--- src/rtl/ddr_rd_arbiter.sv ---
// ---------------------------------------------------------------------------
// ddr_rd_arbiter
// Round-robin read arbiter that shares one AXI read channel (PS7 S_AXI_HP0)
// among NUM_REQ PL requesters. One burst is in flight at a time, so the R
// channel is routed straight to the current owner with no ID handling.
//
// Ports
//   aclk, aresetn          clock, asynchronous active-low reset
//   req_valid/req_ready    per-requester command handshake (ready is a
//                          one-hot pulse in IDLE)
//   req_addr, req_len      packed per-requester start address / beats-1
//   rsp_valid/rsp_ready    per-requester response stream handshake
//   rsp_data/last/err      shared response payload, combinational from R
//   m_axi_ar*              AXI read address channel
//   m_axi_r*               AXI read data channel
//   busy                   high while a burst is owned (ADDR or DATA)
//   grant_id               index of the current owner
//   proto_err              sticky RLAST / beat-count mismatch flag
// ---------------------------------------------------------------------------
// state   | meaning
// --------+------------------------------------------------------------------
// ST_IDLE | no owner; arbitrate among req_valid
// ST_ADDR | m_axi_arvalid high, waiting for m_axi_arready
// ST_DATA | forwarding R beats to the owner until the rlast handshake
// ---------------------------------------------------------------------------
module ddr_rd_arbiter #(
   parameter int NUM_REQ = 4,
   parameter int ADDR_W  = 32,
   parameter int DATA_W  = 64,
   parameter int LEN_W   = 8,
   localparam int GID_W  = (NUM_REQ > 1) ? $clog2(NUM_REQ) : 1
) (
   input  logic                      aclk,
   input  logic                      aresetn,
   input  logic [NUM_REQ-1:0]        req_valid,
   output logic [NUM_REQ-1:0]        req_ready,
   input  logic [NUM_REQ*ADDR_W-1:0] req_addr,
   input  logic [NUM_REQ*LEN_W-1:0]  req_len,
   output logic [NUM_REQ-1:0]        rsp_valid,
   input  logic [NUM_REQ-1:0]        rsp_ready,
   output logic [DATA_W-1:0]         rsp_data,
   output logic                      rsp_last,
   output logic                      rsp_err,
   output logic [ADDR_W-1:0]         m_axi_araddr,
   output logic [LEN_W-1:0]          m_axi_arlen,
   output logic [2:0]                m_axi_arsize,
   output logic [1:0]                m_axi_arburst,
   output logic                      m_axi_arvalid,
   input  logic                      m_axi_arready,
   input  logic [DATA_W-1:0]         m_axi_rdata,
   input  logic [1:0]                m_axi_rresp,
   input  logic                      m_axi_rlast,
   input  logic                      m_axi_rvalid,
   output logic                      m_axi_rready,
   output logic                      busy,
   output logic [GID_W-1:0]          grant_id,
   output logic                      proto_err
);

   localparam logic [2:0] AR_SIZE = 3'($clog2(DATA_W / 8));

   typedef enum logic [1:0] {
      ST_IDLE = 2'd0,
      ST_ADDR = 2'd1,
      ST_DATA = 2'd2
   } state_t;

   state_t            state_q, state_d;
   logic [GID_W-1:0]  rr_ptr_q;
   logic [GID_W-1:0]  grant_id_q;
   logic [ADDR_W-1:0] araddr_q;
   logic [LEN_W-1:0]  arlen_q;
   logic [LEN_W-1:0]  beat_cnt_q;
   logic              proto_err_q;

   logic              win_found;
   logic [GID_W-1:0]  win_idx;
   logic              accept;
   logic              r_hs;

   // Search upward from rr_ptr with wrap; first requesting index wins.
   always_comb begin
      logic [GID_W:0] cand;
      win_found = 1'b0;
      win_idx   = '0;
      for (int k = 0; k < NUM_REQ; k++) begin
         cand = {1'b0, rr_ptr_q} + (GID_W+1)'(k);
         if (cand >= (GID_W+1)'(NUM_REQ))
            cand = cand - (GID_W+1)'(NUM_REQ);
         if (!win_found && req_valid[cand[GID_W-1:0]]) begin
            win_found = 1'b1;
            win_idx   = cand[GID_W-1:0];
         end
      end
   end

   assign accept = (state_q == ST_IDLE) && win_found;
   assign r_hs   = (state_q == ST_DATA) && m_axi_rvalid && m_axi_rready;

   // State register
   always_ff @(posedge aclk or negedge aresetn) begin
      if (!aresetn) state_q <= ST_IDLE;
      else          state_q <= state_d;
   end

   // Next-state logic
   always_comb begin
      state_d = state_q;
      case (state_q)
         ST_IDLE: if (accept)                    state_d = ST_ADDR;
         ST_ADDR: if (m_axi_arready)             state_d = ST_DATA;
         ST_DATA: if (r_hs && m_axi_rlast)       state_d = ST_IDLE;
         default:                                state_d = ST_IDLE;
      endcase
   end

   // Datapath registers: captured command, pointer, beat counter, error flag
   always_ff @(posedge aclk or negedge aresetn) begin
      if (!aresetn) begin
         rr_ptr_q    <= '0;
         grant_id_q  <= '0;
         araddr_q    <= '0;
         arlen_q     <= '0;
         beat_cnt_q  <= '0;
         proto_err_q <= 1'b0;
      end else begin
         if (accept) begin
            grant_id_q <= win_idx;
            araddr_q   <= req_addr[win_idx*ADDR_W +: ADDR_W];
            arlen_q    <= req_len[win_idx*LEN_W +: LEN_W];
         end
         if (state_q == ST_ADDR && m_axi_arready)
            beat_cnt_q <= '0;
         if (r_hs) begin
            beat_cnt_q <= beat_cnt_q + LEN_W'(1);
            // Early rlast or missing rlast on the final beat; burst still
            // terminates on rlast either way.
            if ((m_axi_rlast && beat_cnt_q != arlen_q) ||
                (!m_axi_rlast && beat_cnt_q == arlen_q))
               proto_err_q <= 1'b1;
            if (m_axi_rlast)
               rr_ptr_q <= (grant_id_q == GID_W'(NUM_REQ - 1)) ? '0
                                                                : grant_id_q + GID_W'(1);
         end
      end
   end

   // Output logic
   always_comb begin
      req_ready    = '0;
      rsp_valid    = '0;
      m_axi_rready = 1'b0;
      // Gated by aresetn so the pulse is low while reset is held.
      if (accept && aresetn)
         req_ready[win_idx] = 1'b1;
      if (state_q == ST_DATA) begin
         rsp_valid[grant_id_q] = m_axi_rvalid;
         m_axi_rready          = rsp_ready[grant_id_q];
      end
   end

   assign rsp_data      = m_axi_rdata;
   assign rsp_last      = (state_q == ST_DATA) && m_axi_rlast;
   assign rsp_err       = (state_q == ST_DATA) && (m_axi_rresp != 2'b00);

   assign m_axi_araddr  = araddr_q;
   assign m_axi_arlen   = arlen_q;
   assign m_axi_arsize  = AR_SIZE;
   assign m_axi_arburst = 2'b01;
   assign m_axi_arvalid = (state_q == ST_ADDR);

   assign busy          = (state_q != ST_IDLE);
   assign grant_id      = grant_id_q;
   assign proto_err     = proto_err_q;

endmodule

--- config.mk ---
export PLATFORM = sky130hd
export DESIGN_NAME = ddr_rd_arbiter
export DESIGN_NICKNAME = d
export VERILOG_FILES = /design/src/rtl/ddr_rd_arbiter.sv
export SDC_FILE = /design/constraint.sdc
export NUM_CORES = 1
export LEC_CHECK = 0
export ABC_AREA = 1
export BUFFER_PORTS_ARGS = -buffer_cell sky130_fd_sc_hd__buf_2
export CAP_MARGIN = 10
export CELL_PAD_IN_SITES_DETAIL_PLACEMENT = 1
export CELL_PAD_IN_SITES_GLOBAL_PLACEMENT = 1
export CORE_MARGIN = 10
export CORE_UTILIZATION = 24
export CTS_CLUSTER_DIAMETER = 50
export DETAILED_ROUTE_END_ITERATION = 6
export PLACE_DENSITY_LB_ADDON = 0.1
export SYNTH_ARGS = -nofsm -noshare
export SYNTH_HDL_FRONTEND = slang
export SYNTH_SLANG_ARGS = --single-unit
--- constraint.sdc ---
create_clock -name aclk -period 1.9 [get_ports aclk]
set_clock_uncertainty 0.05 [all_clocks]
set_input_delay 0.38 -clock aclk [delete_from_list [all_inputs] [get_ports aclk]]
set_output_delay 0.38 -clock aclk [all_outputs]
set_load 0.005 [all_outputs]
Word-level counts from Yosys, hierarchy flattened
Cells that the tools add are included.

storage, ports and cells
  flip-flop bits (word level) = 55
  word-level logic and storage cells = 102
  output and inout port bits = 125

cells by class
  eq/ne operators = 8
  shift operators = 2
  reduce and logical (&&, ||, !) cells = 27
  bitwise operators = 1
  order comparisons = 12
  multiplexer cells = 36
  add/subtract/negate cells = 9

operators by type and width
  kind                                                               number
  indexed part select 128 x 8 -> 32 bit                              1
  indexed part select 32 x 6 -> 8 bit                                1
  two-way mux 2 bit                                                  12
  less-than comparator 2 x 3 -> 1 bit, second input constant         6
  two-way mux 8 bit                                                  2
  logical AND 1 bit                                                  15
  two-way mux 1 bit                                                  12
  binary-select mux 1 bit (select 2 bit)                             5
  greater-or-equal comparator 3 bit, second input constant           3
  adder 8 x 1 -> 8 bit, second input constant                        1
  == test 8 bit                                                      1
  two-way mux 4 bit                                                  2
  inequality test 8 bit                                              1
  subtractor 2 x 1 -> 2 bit, second input constant                   4
  adder 2 x 2 -> 3 bit, second input constant                        2
  one-hot mux 2 bit (3 select lines)                                 1
  nonzero test 2 bit                                                 3
  bitwise AND 4 bit                                                  1
  demux 1 bit (select 2 bit)                                         2
  == test 2 bit, second input constant                               2
  greater-or-equal comparator 2 x 1 -> 1 bit, second input constant  2
  zero test 1 bit                                                    4
  inequality test 2 bit, second input constant                       2
  AND reduction 2 bit                                                2
  other kinds (8)                                                    8

Logic depth before layout (Yosys ltp)
Gate-level depths: netlist of run 1.

  depth in word-level cells = 19
  mapped depth = 18
  gate-level depth less buffers = 15

Worst setup path before layout of run 1
OpenSTA, ideal clock, no wires.

  path type = reg-to-output
  start = register rr_ptr_q[0]
  end = output req_ready[0]
  buffers on the path = 3
  data required time = 1470 ps
  data arrival time = 1734 ps
  path slack = -264 ps
  cell stages (with the launch flop) = 13
  cell sequence = dfrtp_1 -> buf_6 -> inv_6 -> nand2_1 -> nand3_1 -> nand2_1 -> nor2_2 -> nand3_2 -> nand3_2 -> buf_8 -> buf_8 -> inv_1 -> nor3_1

between the ends
  cells in the longest elaborated chain, start to end = 19
  elaborated cells between the ends (all ways) = 45
  classes of those cells = 7 x add/sub; 6 x order compare; 23 x mux; 9 x reduce/logical

RTL lines
  element                                                                        line  source
  start, declared                                                                69    logic [GID_W-1:0] rr_ptr_q;
  start signal, assigned                                                         142   rr_ptr_q <= (grant_id_q == GID_W'(NUM_REQ - 1)) ? '0
  parallel branches: the longest is 18 deep, another holds adder 2 x 1 -> 3 bit  -
  two-way mux 4 bit (*)                                                          154   if (accept && aresetn)
  end, declared                                                                  36    output logic [NUM_REQ-1:0] req_ready,

Mark *: on every way between the ends. The select of a mux whose other input is x is not followed.

Final worst setup path of run 1
  start = register rr_ptr_q[0]
  end = output req_ready[2]

The elaborated chain is that of the path after synthesis.

==> flow_summary.ini, run 1 <==
[run_status]
status = finished, violations left
violations = negative setup slack

[critical_path]
crit_type = reg -> out
cp.required_ns = 1.47
crit_fanout = 5
worstSetupStartpoint = rr_ptr_q[0]
cp-start-kind = flip-flop
cp-end-kind = output pin
reg2reg_depth = 18
crit_arrival_ns = 2.00
r2r-start = rr_ptr_q[0]

[global_route]
grt_overflow_total = 0
groute.usage.overall = 0.174
grt_start_max_net_pins = 56
grt_pass1_vias = 6586
antenna_found_initial = 3
grt_pass1_wl_mm = 37.4

[synth]
synth-main-ff-cell = dfrtp_1
ys_seq_area_frac = 0.274
synth-edff-count = 0
async_reset_ff_frac = 1.00
yosysWarnings = 0
synthCells = 836
syn_area_um2 = 5030
synth_seq_cells = 55
syn-mean-instance-area_um2 = 6.02
ys_types = 29

[route]
wirelength_mm = 24.4
wl_per_cell_um = 18.9
dr.pass1.iters = 6
dr.first_iter.drc_count = 234
postRouteAntennaNets = 0
dr_total_vias = 6057
drc = 0
avgViaCountPerCell = 4.68

[job]
maxCapViolations = 0

[clock_network]
cts_tree = built
clkSinkCount = 55
insertion_delay_ns = 0.31
cts-root-buf = clkbuf_16
clockBufferDepth = 2
cts_buffers = 5
cts_max_level = 2
clkTransAtPathRegs_ns = 0.08

[sta]
setup_tns_ns = -16.53
worstMarginPinSlew_ns = 0.814
finalSetupViolCount = 46
hold_viol_final = 0
timing.slew.headroom = 0.457
rsz0062_at_grt = yes
fin_crit_sh = 1.28
hold-worst-slack_ns = 0.211
setup_slack_ns = -0.531
min_period_ns = 2.43
fmax_mhz = 411
finalMaxSlewViolations = 0

[place]
place_congestion = 0.781
numPortBuffers = 230
hpwl_mm = 17.2

[cells_and_area]
synthToLayoutAreaGrowth_pct = 48.7
finalNetCount = 1265
layout_common_cells = 340 x nand2_1, 230 x buf_2, 91 x nand2_2
final_common_cell = nand2_1
drive_above_1_share = 0.451
fillers = 2645

[die]
row_count = 52
die_h_um = 165
core-area_um2 = 20400
dieArea_um2 = 27200
num_io_pins = 364
start_util = 0.246
die-width_um = 165

[power_and_ir_drop]
p_leak_nw = 4.28
ir_worst_vdd_uv = 1240
p_per_area_nw_per_um2 = 2410

[worst_hold_path]
hold_start = m_axi_arready
hold_path.class = in -> reg
holdPathStages = 2
logic make-up (layout without fill, tap and decap cells):
| family | count (synthesis) | in the layout | synth area share |
|---|---|---|---|
| fa+ha+maj | 5 | 5 | 0.0124 |
| compound gates | 22 | 22 | 0.0239 |
| flops | 55 | 55 | 0.274 |
| other cells | 2 | 7 | 0.00149 |
| xor+xnor | 3 | 3 | 0.00522 |
| buf+inv | 146 | 329 | 0.181 |
| simple gates | 603 | 603 | 0.503 |
path summary, 6_finish.rpt:
path | endpoint | slack (ns)
worst max-delay path | req_ready[2] | -0.53
worst min-delay path | state_q[0] | 0.21
worst max register to register | m_axi_araddr[16] | -0.44
worst min register to register | m_axi_araddr[28] | 0.42
max in group asynchronous | grant_id[0] | 0.99
min in group asynchronous | m_axi_araddr[27] | 0.23
cells in the mapped netlist, types with 6 or more instances:
master | instances | area share
buf_1 | 8 | 0.0060
o21ai_0 | 13 | 0.013
nand3_1 | 12 | 0.012
nand2_1 | 466 | 0.35
clkbuf_1 | 23 | 0.017
nand4_1 | 81 | 0.10
inv_1 | 22 | 0.016
dfrtp_1 | 55 | 0.27
buf_8 | 6 | 0.018
nor3_1 | 6 | 0.0060
nor2_1 | 26 | 0.019
buf_2 | 11 | 0.011
buf_4 | 69 | 0.10
sequential cells by signal, summed over array words and instances (netlist names):
signal	count
beat_cnt_q	8
grant_id	2
m_axi_araddr	32
m_axi_arlen	8
proto_err	1
rr_ptr_q	2
state_q	2
metrics by stage:
stage               cells  setup WS (ns)  power [W]  cell area (µm²)  utilization
detailed placement   1255         -0.445     0.0124             6150        0.301
global placement     1255         -0.409     0.0123             6150        0.301
global route         1292         -0.687     0.0198             7480        0.366
CTS                  1292         -0.493     0.0176             7180        0.351
finish               1294         -0.531     0.0181             7480        0.366
floorplan             839         -0.168    0.00908             5090            -
routing by layer:
| layer | share of wire | global-route usage | up-vias |
|---|---|---|---|
| li1 | - | - | 2958 |
| met2 | 0.47 | 0.289 | 191 |
| met3 | 0.083 | 0.0650 | 18 |
| met1 | 0.44 | 0.214 | 2886 |
| met4 | 0.0077 | 0.0262 | 4 |
| met5 | 0.0010 | 0 | - |
final cells by class:
| class | count | area, µm² | area share |
|---|---|---|---|
| Timing Repair Buffer | 294 | 2130 | 0.284 |
| Inverter | 27 | 114 | 0.0152 |
| Multi-Input combinational cell | 638 | 3360 | 0.450 |
| Antenna cell | 2 | 5.00 | 0.000669 |
| Tap cell | 270 | 338 | 0.0452 |
| Clock buffer | 5 | 125 | 0.0167 |
| Sequential cell | 55 | 1380 | 0.184 |
| Clock inverter | 3 | 27.5 | 0.00368 |
critical path, cell delays in order (launching register included):
cell     delay, ns
dfrtp_2       0.48
buf_6         0.17
nand2_4       0.07
nand2_4       0.05
nand2_2       0.08
nand2_2       0.07
nor2_4        0.12
nand2_1       0.07
nor2_1        0.10
nand2_1       0.07
nand2_2       0.10
inv_2         0.07
nor3_2        0.10
buf_2         0.14
timing repair:
action                                  in CTS  in global routing
buffers inserted                            18                 10
hold buffers                                 0                  0
endpoints found under the setup margin      47                 49
gates resized for setup                    125                109
pin swaps                                   60                 54
cloned                                      12                  1
power by group:
part           switching, W  internal (W)
Sequential         0.000373       0.00171
Clock              0.000524      0.000504
Combinational       0.00840       0.00656
Total               0.00930       0.00877
No activity file was read; power rests on OpenSTA's default activity.
==> run 2: changes to the inputs <==
- SETUP_SLACK_MARGIN: default -> 0.3
==> flow_summary.ini, run 2 (synthesized netlist as in run 1, its figures left out) <==
[die]
die_h_um = 165
die-width_um = 165
core-area_um2 = 20400
row_count = 52
dieArea_um2 = 27200
num_io_pins = 364
start_util = 0.246

[global_route]
groute.usage.overall = 0.162
grtUsageMet3 = 0.0637
grt_pass1_wl_mm = 35.1
grt_use_met1 = 0.202
use_met2 = 0.259
grt_overflow_total = 0
grt_start_max_net_pins = 56
antenna_found_initial = 5
top_usage_layer = met2
grt_pass1_vias = 6394

[cells_and_area]
finalNetCount = 1262
post-route-util = 0.347
fillers = 2699
drive_above_1_share = 0.385
largest_reg_flops = 32
layout_common_cells = 438 x nand2_1, 229 x buf_2, 81 x nand4_1
final_common_cell = nand2_1
synthToLayoutAreaGrowth_pct = 41.0

[critical_path]
cp-start-kind = flip-flop
cp-end-kind = output pin
worstSetupStartpoint = rr_ptr_q[0]
critical-path-slowest-cell = dfrtp_2
cp.required_ns = 1.47
path_common_cell = nand2_2
path_cells = buf_12 > inv_8 > nand2_1 > nand2_2 > nand2_1 > nand2_2 > nand2_2 > nand2_1 > nand2_2 > nand3_4 > inv_4 > nor3_2 > buf_2
crit_arrival_ns = 1.96
crit_fanout = 6
cpPeakStageDelay_ns = 0.46
crit_type = reg -> out
r2r-start = rr_ptr_q[0]

[power_and_ir_drop]
p_per_area_nw_per_um2 = 2190
p_leak_nw = 4.07
total_power_w = 0.0156
internal_power_w = 0.00742
p_clk_frac = 0.066
comb_power_share = 0.796
switchingPower_w = 0.00813
p_sw_frac = 0.523
seq_power_share = 0.138
ir_worst_vdd_uv = 1140

[sta]
fmax_mhz = 418
worstMarginPinSlew_ns = 0.800
setup_slack_ns = -0.491
finalSetupViolCount = 46
rsz0062_at_grt = yes
finalMaxSlewViolations = 0
timing.slew.headroom = 0.467
hold_viol_final = 0
setup_tns_ns = -15.39
min_period_ns = 2.39
fin_crit_sh = 1.26

[clock_network]
cts_hold_buf = 0
insertion_delay_ns = 0.31
cts-root-buf = clkbuf_16
cts_buffers = 5
cts_max_level = 2
cts_tree = built
clockBufferDepth = 2
clkTransAtPathRegs_ns = 0.08
clkSinkCount = 55

[place]
dp_slack_ns = -0.240
place_congestion = 0.781
numPortBuffers = 230
hpwl_mm = 16.7

[run_status]
status = finished, violations left
violations = negative setup slack

[route]
dr_total_vias = 5949
postRouteAntennaNets = 0
wirelength_mm = 23.3
dr.first_iter.drc_count = 203
wl_per_cell_um = 18.0
avgViaCountPerCell = 4.59
dr.pass1.iters = 4
drc = 0

[worst_hold_path]
hold_path.class = in -> reg
hold_start = m_axi_arready

[job]
maxCapViolations = 0
run 2: cell count changes in the layout (fill, tap and decap cells not counted), sizes merged:
cell	previous run	this run
buf	293	285
diode	2	6
bufbuf	0	3
clkinv	1	4
inv	28	26
clkbuf	6	7
run 2: cell type report:
type / instances / area [µm²] / share of cell area
clock buffers: 5 / 125 / 0.0176
well taps: 270 / 338 / 0.0476
flip-flops and latches: 55 / 1380 / 0.195
diodes: 6 / 15.0 / 0.00212
repair buffers: 290 / 1960 / 0.277
clock inverters: 3 / 27.5 / 0.00388
repair inverters: 1 / 8.76 / 0.00123
multi-input cells: 638 / 3100 / 0.437
inverters: 27 / 133 / 0.0187
run 2: metrics by stage:
stage | cell area [µm²] | cells | hold WS (ns)
finish | 7100 | 1295 | 0.217
global route | 7090 | 1291 | 0.198
CTS | 6750 | 1279 | 0.191
detailed placement | 6180 | 1255 | 0.413
global placement | 6180 | 1255 | 0.403
floorplan | 5100 | 839 | 0.0344
run 2: routing by layer:
layer | vias up | wire [µm]
met2 | 188 | 10800
met4 | 2 | 172
met1 | 2778 | 10300
met5 | - | 7
met3 | 21 | 2050
li1 | 2960 | -
run 2: path summary, 6_finish.rpt:
kind / end / slack, ns / depth (start not counted)
worst max-delay path: req_ready[2] / -0.49 / 13
worst min-delay path: state_q[0] / 0.22 / 2
worst max register to register: m_axi_araddr[15] / -0.41 / 18
worst min register to register: m_axi_araddr[19] / 0.43 / 2
max in group asynchronous: state_q[1] / 0.98 / 2
min in group asynchronous: m_axi_araddr[29] / 0.26 / 2
run 2: power by group through the flow:
stage	Clock [W]	Combinational [W]	Sequential, W
after detailed placement	0	0.0105	0.00209
after global placement	0	0.0104	0.00210
after floorplan	0	0.00708	0.00205
after global routing	0.00112	0.0140	0.00223
final	0.00103	0.0124	0.00215
after CTS	0.00108	0.0118	0.00213
run 2: worst max-delay path, delay by kind of cell (launching register included):
kind	cells	cell delay, ns
flip-flops	1	0.46
buffers and inverters	4	0.41
AND/OR/NAND/NOR	9	0.78
run 2: repair_timing:
item                       CTS  global route
gates resized for setup     55            73
hold endpoints to repair     0             0
pin swaps                   22            17
setup buffers               11             7
setup endpoints to repair   59            67
gates cloned                 5             3
